===== config.mk =====
export PLATFORM = sky130hd
export DESIGN_NAME = low_freq_pulse_gen
export DESIGN_NICKNAME = d
export VERILOG_FILES = /design/src/rtl/low_freq_pulse_gen.sv
export SDC_FILE = /design/constraint.sdc
export NUM_CORES = 1
export LEC_CHECK = 0
export BUFFER_PORTS_ARGS = -buffer_cell sky130_fd_sc_hd__buf_2
export CORE_AREA = 3 3 123 185
export DETAILED_ROUTE_END_ITERATION = 10
export DIE_AREA = 0 0 126 188
export PLACE_DENSITY = 0.8
export SYNTH_ARGS = -nofsm -noshare
export SYNTH_HDL_FRONTEND = slang
export SYNTH_SLANG_ARGS = --single-unit

===== constraint.sdc =====
create_clock -name i_clk -period 4.7 [get_ports i_clk]
set_input_delay 0.94 -clock i_clk [delete_from_list [all_inputs] [get_ports i_clk]]
set_output_delay 0.94 -clock i_clk [all_outputs]
set_load 0.01 [all_outputs]

===== src/rtl/low_freq_pulse_gen.sv =====
// low_freq_pulse_gen
// Programmable low-frequency pulse generator. A start request carries a target
// frequency in mHz. A restoring divider (one quotient bit per cycle) turns it
// into a period P = CLK_FREQ*1000 / f in clock cycles. The block then emits
// single-cycle pulses on o_signal every P cycles, either a counted number or
// continuously until stopped.
//
// Build option: define LOW_FREQ_PULSE_GEN_ROUND_EN to round the period to the
// nearest integer (f/2 is added to the dividend). When it is not defined the
// period is truncated. Latency is the same in both builds.
//
// Ports:
//   i_clk        clock
//   i_rst        synchronous reset, active high
//   i_start      start request, honoured only while o_ready=1
//   i_frequency  target frequency in mHz, sampled with i_start
//   i_pulses     pulse count, sampled with i_start (0 = continuous)
//   i_stop       abort while dividing or running
//   o_signal     registered pulse output, one cycle high per period
//   o_period     computed period in cycles
//   o_ready      high while idle
//   o_done       one-cycle pulse after the last pulse of a finite train
//   o_err        one-cycle pulse on an out-of-range frequency
module low_freq_pulse_gen #(
  parameter int unsigned CLK_FREQ = 100_000_000,
  parameter int unsigned F_MIN    = 1_000,
  parameter int unsigned F_MAX    = 1_000_000_000
) (
  input  logic        i_clk,
  input  logic        i_rst,
  input  logic        i_start,
  input  logic [31:0] i_frequency,
  input  logic [15:0] i_pulses,
  input  logic        i_stop,
  output logic        o_signal,
  output logic [31:0] o_period,
  output logic        o_ready,
  output logic        o_done,
  output logic        o_err
);

  localparam logic [63:0] DIVIDEND = 64'(CLK_FREQ) * 64'd1000;
  // Wide enough for the dividend plus the rounding term; 37 at default.
  localparam int DW = $clog2(DIVIDEND + 64'(F_MAX));

  typedef enum logic [2:0] {IDLE, DIV, RUN, DONE, ERR} state_t;

  state_t      state;
  logic [DW-1:0] quo;        // dividend bits shift out the top, quotient bits in at the bottom
  logic [31:0] rem;
  logic [31:0] divisor;
  logic [6:0]  iter;
  logic [15:0] pulse_target;
  logic [15:0] pulse_cnt;
  logic [31:0] pcnt;         // period counter value of the current RUN cycle

  logic [32:0]   trial;
  logic [32:0]   diff;
  logic          take;
  logic [31:0]   next_rem;
  logic [DW-1:0] next_quo;
  logic [DW-1:0] load_val;
  logic [31:0]   pnext;
  logic          out_of_range;

  always_comb begin
    trial    = {rem, quo[DW-1]};
    diff     = trial - {1'b0, divisor};
    take     = ~diff[32];
    // When the subtraction is skipped, trial < divisor, so it fits 32 bits.
    next_rem = take ? diff[31:0] : trial[31:0];
    next_quo = {quo[DW-2:0], take};
`ifdef LOW_FREQ_PULSE_GEN_ROUND_EN
    load_val = DW'(DIVIDEND) + DW'({1'b0, i_frequency[31:1]});
`else
    load_val = DW'(DIVIDEND);
`endif
    pnext        = (pcnt == o_period - 32'd1) ? 32'd0 : pcnt + 32'd1;
    out_of_range = (i_frequency < F_MIN) || (i_frequency > F_MAX);
  end

  always_ff @(posedge i_clk) begin
    if (i_rst) begin
      state        <= IDLE;
      o_signal     <= 1'b0;
      o_period     <= '0;
      o_ready      <= 1'b1;
      o_done       <= 1'b0;
      o_err        <= 1'b0;
      quo          <= '0;
      rem          <= '0;
      divisor      <= '0;
      iter         <= '0;
      pulse_target <= '0;
      pulse_cnt    <= '0;
      pcnt         <= '0;
    end else begin
      o_done <= 1'b0;
      o_err  <= 1'b0;
      case (state)
        IDLE: begin
          // Start beats a simultaneous stop here since stop is only looked at later.
          if (i_start) begin
            o_ready <= 1'b0;
            if (out_of_range) begin
              state <= ERR;
              o_err <= 1'b1;
            end else begin
              state        <= DIV;
              divisor      <= i_frequency;
              pulse_target <= i_pulses;
              quo          <= load_val;
              rem          <= '0;
              iter         <= 7'(DW - 1);
            end
          end
        end
        DIV: begin
          if (i_stop) begin
            state   <= IDLE;
            o_ready <= 1'b1;
          end else begin
            quo  <= next_quo;
            rem  <= next_rem;
            iter <= iter - 7'd1;
            if (iter == 7'd0) begin
              // Last quotient bit: enter RUN with the first pulse already out.
              state     <= RUN;
              o_period  <= 32'(next_quo);
              o_signal  <= 1'b1;
              pcnt      <= '0;
              pulse_cnt <= 16'd1;
            end
          end
        end
        RUN: begin
          if (i_stop) begin
            state    <= IDLE;
            o_ready  <= 1'b1;
            o_signal <= 1'b0;
          end else if (o_signal && pulse_target != 16'd0 && pulse_cnt == pulse_target) begin
            // The final pulse is on the output this cycle.
            state    <= DONE;
            o_done   <= 1'b1;
            o_signal <= 1'b0;
          end else begin
            pcnt     <= pnext;
            o_signal <= (pnext == 32'd0);
            if (pnext == 32'd0) pulse_cnt <= pulse_cnt + 16'd1;
          end
        end
        DONE: begin
          state   <= IDLE;
          o_ready <= 1'b1;
        end
        ERR: begin
          state   <= IDLE;
          o_ready <= 1'b1;
        end
        default: begin
          state   <= IDLE;
          o_ready <= 1'b1;
        end
      endcase
    end
  end

endmodule


==> key figures <==
Floorplanning
  – Row count: 66
  – Number of I/O pins: 88
  – Starting density of the core: 0.6105
  – Die Width: 126 um
  – Core area: 21470 sq um
  – DIE HEIGHT: 188 um
  – Area of the die: 23690 sq um

Clocking
  – Root buf cell: clkbuf_16
  – Hold-fix buffers, CTS: 0
  – Clock Latency Late Sink: 0.51 ns
  – CTS tree: yes
  – Clock transition at path regs: 0.06 ns
  – Clock H-tree levels: 1
  – Postcts setup bufs: 0
  – Clk sinks: 211
  – Post-CTS sizing: 0
  – Num CTS Buffers: 22
  – Clock Path Buffers: 3

Drt
  – Vias: 12621
  – DRC viols: 0
  – Detail Route Antenna Nets: 0
  – Initial DRC count: 797
  – Vias per inst: 6.236
  – Detailed Routing Iterations Pass 1: 5
  – Wire per inst: 17.77 um
  – Routed wire length: 35970 um

Power and ir drop
  – Sequential share of power: 0.441
  – Reported net switching power: 1.115 mW
  – Power Density: 293.8 nW/um^2
  – Pleak: 5.433 nW
  – Clk network pwr share: 0.396
  – Switch share: 0.2662
  – Peak VDD IR: 0.2799 mV
  – Comb power frac: 0.163
  – Internal power: 3.072 mW

Setup path
  – Crit-path most repeated cell: a21oi_1
  – CP delay by family, top: simple AND/OR/NAND/NOR gates
  – CP max-delay cell: or4b_4
  – Worst path cell trace: inv_1 -> ha_1 -> or4b_4 -> nor4_4 -> a21oi_1 -> a211o_1 -> a32o_1 -> and3_4 -> nand4_4 -> nand2_2 -> or4_1 -> a21oi_1
  – Critical path class: register to register
  – Critical path buffers and inverters: 1
  – CP Data Arrival Time: 4.36 ns
  – Slowest stage delay, CP: 0.57 ns
  – CP Max Fanout: 23
  – Startpoint Class: register
  – Worst Path Required: 5.12 ns
  – Kind of end point of the critical path: register

Flow run
  – Max Cap Viol: 0

STA
  – Worst Skew: 0.01479 ns
  – Fmax: 0.2542 GHz
  – Final Cycle Share: 0.8372
  – RSZ-0062 raised after global routing: false
  – Setup TNS: 0 ns
  – Post-route minimum period: 3.935 ns
  – PnR worst setup slack: 0.7654 ns
  – Worst rel slew slack: 0.3166
  – Worst-Margin Slew: 1.025 ns
  – Final setup viols: 0
  – Fin. max-slew vios: 0
  – Hold Fails Final Rpt: 0

Placement
  – Port Buf Inserts: 87
  – Place WS: 0.8020 ns
  – Placed Area: 13570 sq um
  – RD Place Congestion: 0.9831
  – Post-DP HPWL: 26340 um

Finish
  – Ratio of cells with drive above 1 in the final layout: 0.1210
  – Area of the multi-input gates: 8174 sq um
  – FF+latch area: 4224 sq um
  – Fill count: 1910
  – P&R area growth vs syn: 8.706%
  – Most common cell after layout, fill and taps aside: nand2_1
  – Antenna Diode Count: 0
  – # nets final: 1829
  – Final non-filler cell area: 14250 sq um
  – Most frequent cells in the layout: nand2_1 (298), dfxtp_1 (211), a21oi_1 (174), nor2_1 (97), buf_2 (86)

Synthesis
  – Ys flop type: dfxtp_1
  – Netlist cell types: 87
  – Ys Warns: 0
  – Gate Count Post-Synth: 1724
  – Synth async-reset ratio: 0
  – Post-synthesis sequential area ratio: 0.3223
  – Mean Syn Cell Area: 7.603 sq um
  – Synth Register Bits: 211
  – EDFF count, synth: 0
  – Syn nets: 1814
  – Cell Area, Synth: 13110 sq um

Outcome
  – Run status: completed

Global route
  – First-pass GRT wire length: 59290 um
  – Initial antenna violation count: 0
  – GRT Util Overall: 0.2953
  – Number of global-route vias before repair: 12395
  – Pin count of the biggest net entering global routing: 100
  – Grt total ovfl: 0

Min path
  – HP Class: register to register
[cell families (layout without fill, tap and decap cells)]
logic type	count (synthesis)	after routing	synth area share
AND/OR/NAND/NOR	778	778	0.3005
adder cells (fa/ha/maj)	38	38	0.03685
flip-flops	211	211	0.3223
XOR/XNOR	106	106	0.07140
AO/OA/AOI/OAI	381	381	0.1847
buffers and inverters	174	202	0.05661
multiplexers	36	36	0.02768
[power groups by stage]
stage                     clock network, mW  registers [mW]  logic, mW
after CTS                              1.68            1.84      0.683
after detailed placement                  0            1.88      0.681
final                                  1.66            1.85      0.685
after floorplan                           0            1.88      0.533
after global routing                   1.75            1.85      0.752
after global placement                    0            1.88      0.675
[routing by layer]
metal  share of wire  wire, um  global-route usage  vias up
li1                -         -                   -     6143
met1            0.38     13840              0.3335     5941
met2            0.51     18210              0.5287      392
met3           0.042      1512             0.02935      145
met4           0.067      2407              0.1804        0
met5               0         0                   0        -
[path summary, 6_finish.rpt]
path,startpoint,end,slack [ns],cells past startpoint
worst min register to register,divisor[30]$_SDFFE_PP0P_,divisor[30]$_SDFFE_PP0P_,0.45,2
worst max-delay path,o_period[0]$_SDFFE_PP0P_,pcnt[16]$_SDFFE_PP0P_,0.77,12
worst max register to register,o_period[0]$_SDFFE_PP0P_,pcnt[16]$_SDFFE_PP0P_,0.77,12
worst min-delay path,divisor[30]$_SDFFE_PP0P_,divisor[30]$_SDFFE_PP0P_,0.45,2
[sequential cells by signal (all words and copies together) (netlist names)]
signal	cells
divisor	32
iter	7
o_done	1
o_err	1
o_period	32
o_ready	1
o_signal	1
pcnt	32
pulse_cnt	16
pulse_target	16
quo	37
rem	32
state	3
[cells in the mapped netlist (all sizes together) (40+ instances only)]
| library cell | n | area share |
|---|---|---|
| or3 | 40 | 0.019 |
| buf | 41 | 0.019 |
| o21ai | 65 | 0.025 |
| nor3 | 78 | 0.032 |
| nand3 | 77 | 0.029 |
| nand4 | 43 | 0.023 |
| dfxtp | 211 | 0.32 |
| nand2 | 300 | 0.086 |
| a21oi | 175 | 0.067 |
| xnor2 | 70 | 0.047 |
| nor2 | 101 | 0.029 |
| inv | 57 | 0.016 |
| clkbuf | 75 | 0.021 |
[stage by stage]
stage                     cells  power, mW  utilization  hold WS [ns]
after global routing       2024      4.350       0.6636        0.4736
after floorplan            1724      2.410            -        0.4279
after CTS                  2024      4.212       0.6636        0.4555
after global placement     1987      2.557       0.6320        0.4362
after detailed placement   1987      2.565       0.6320        0.4462
final                      2024      4.187       0.6636        0.4529
[final cells by class]
class | instances | share of cell area
flip-flops and latches | 211 | 0.2965
well taps | 272 | 0.02388
repair buffers | 107 | 0.04303
inverters | 58 | 0.01528
clock buffers | 31 | 0.04531
clock inverters | 6 | 0.002371
multi-input cells | 1339 | 0.5737
[tightest hold or removal path: cells and delay by family, from the launching register on]
kind	cells	cell delay, ns
buf+inv	1	0.06
flops	1	0.30
simple gates	1	0.05
(Power assumes the default switching activity.)
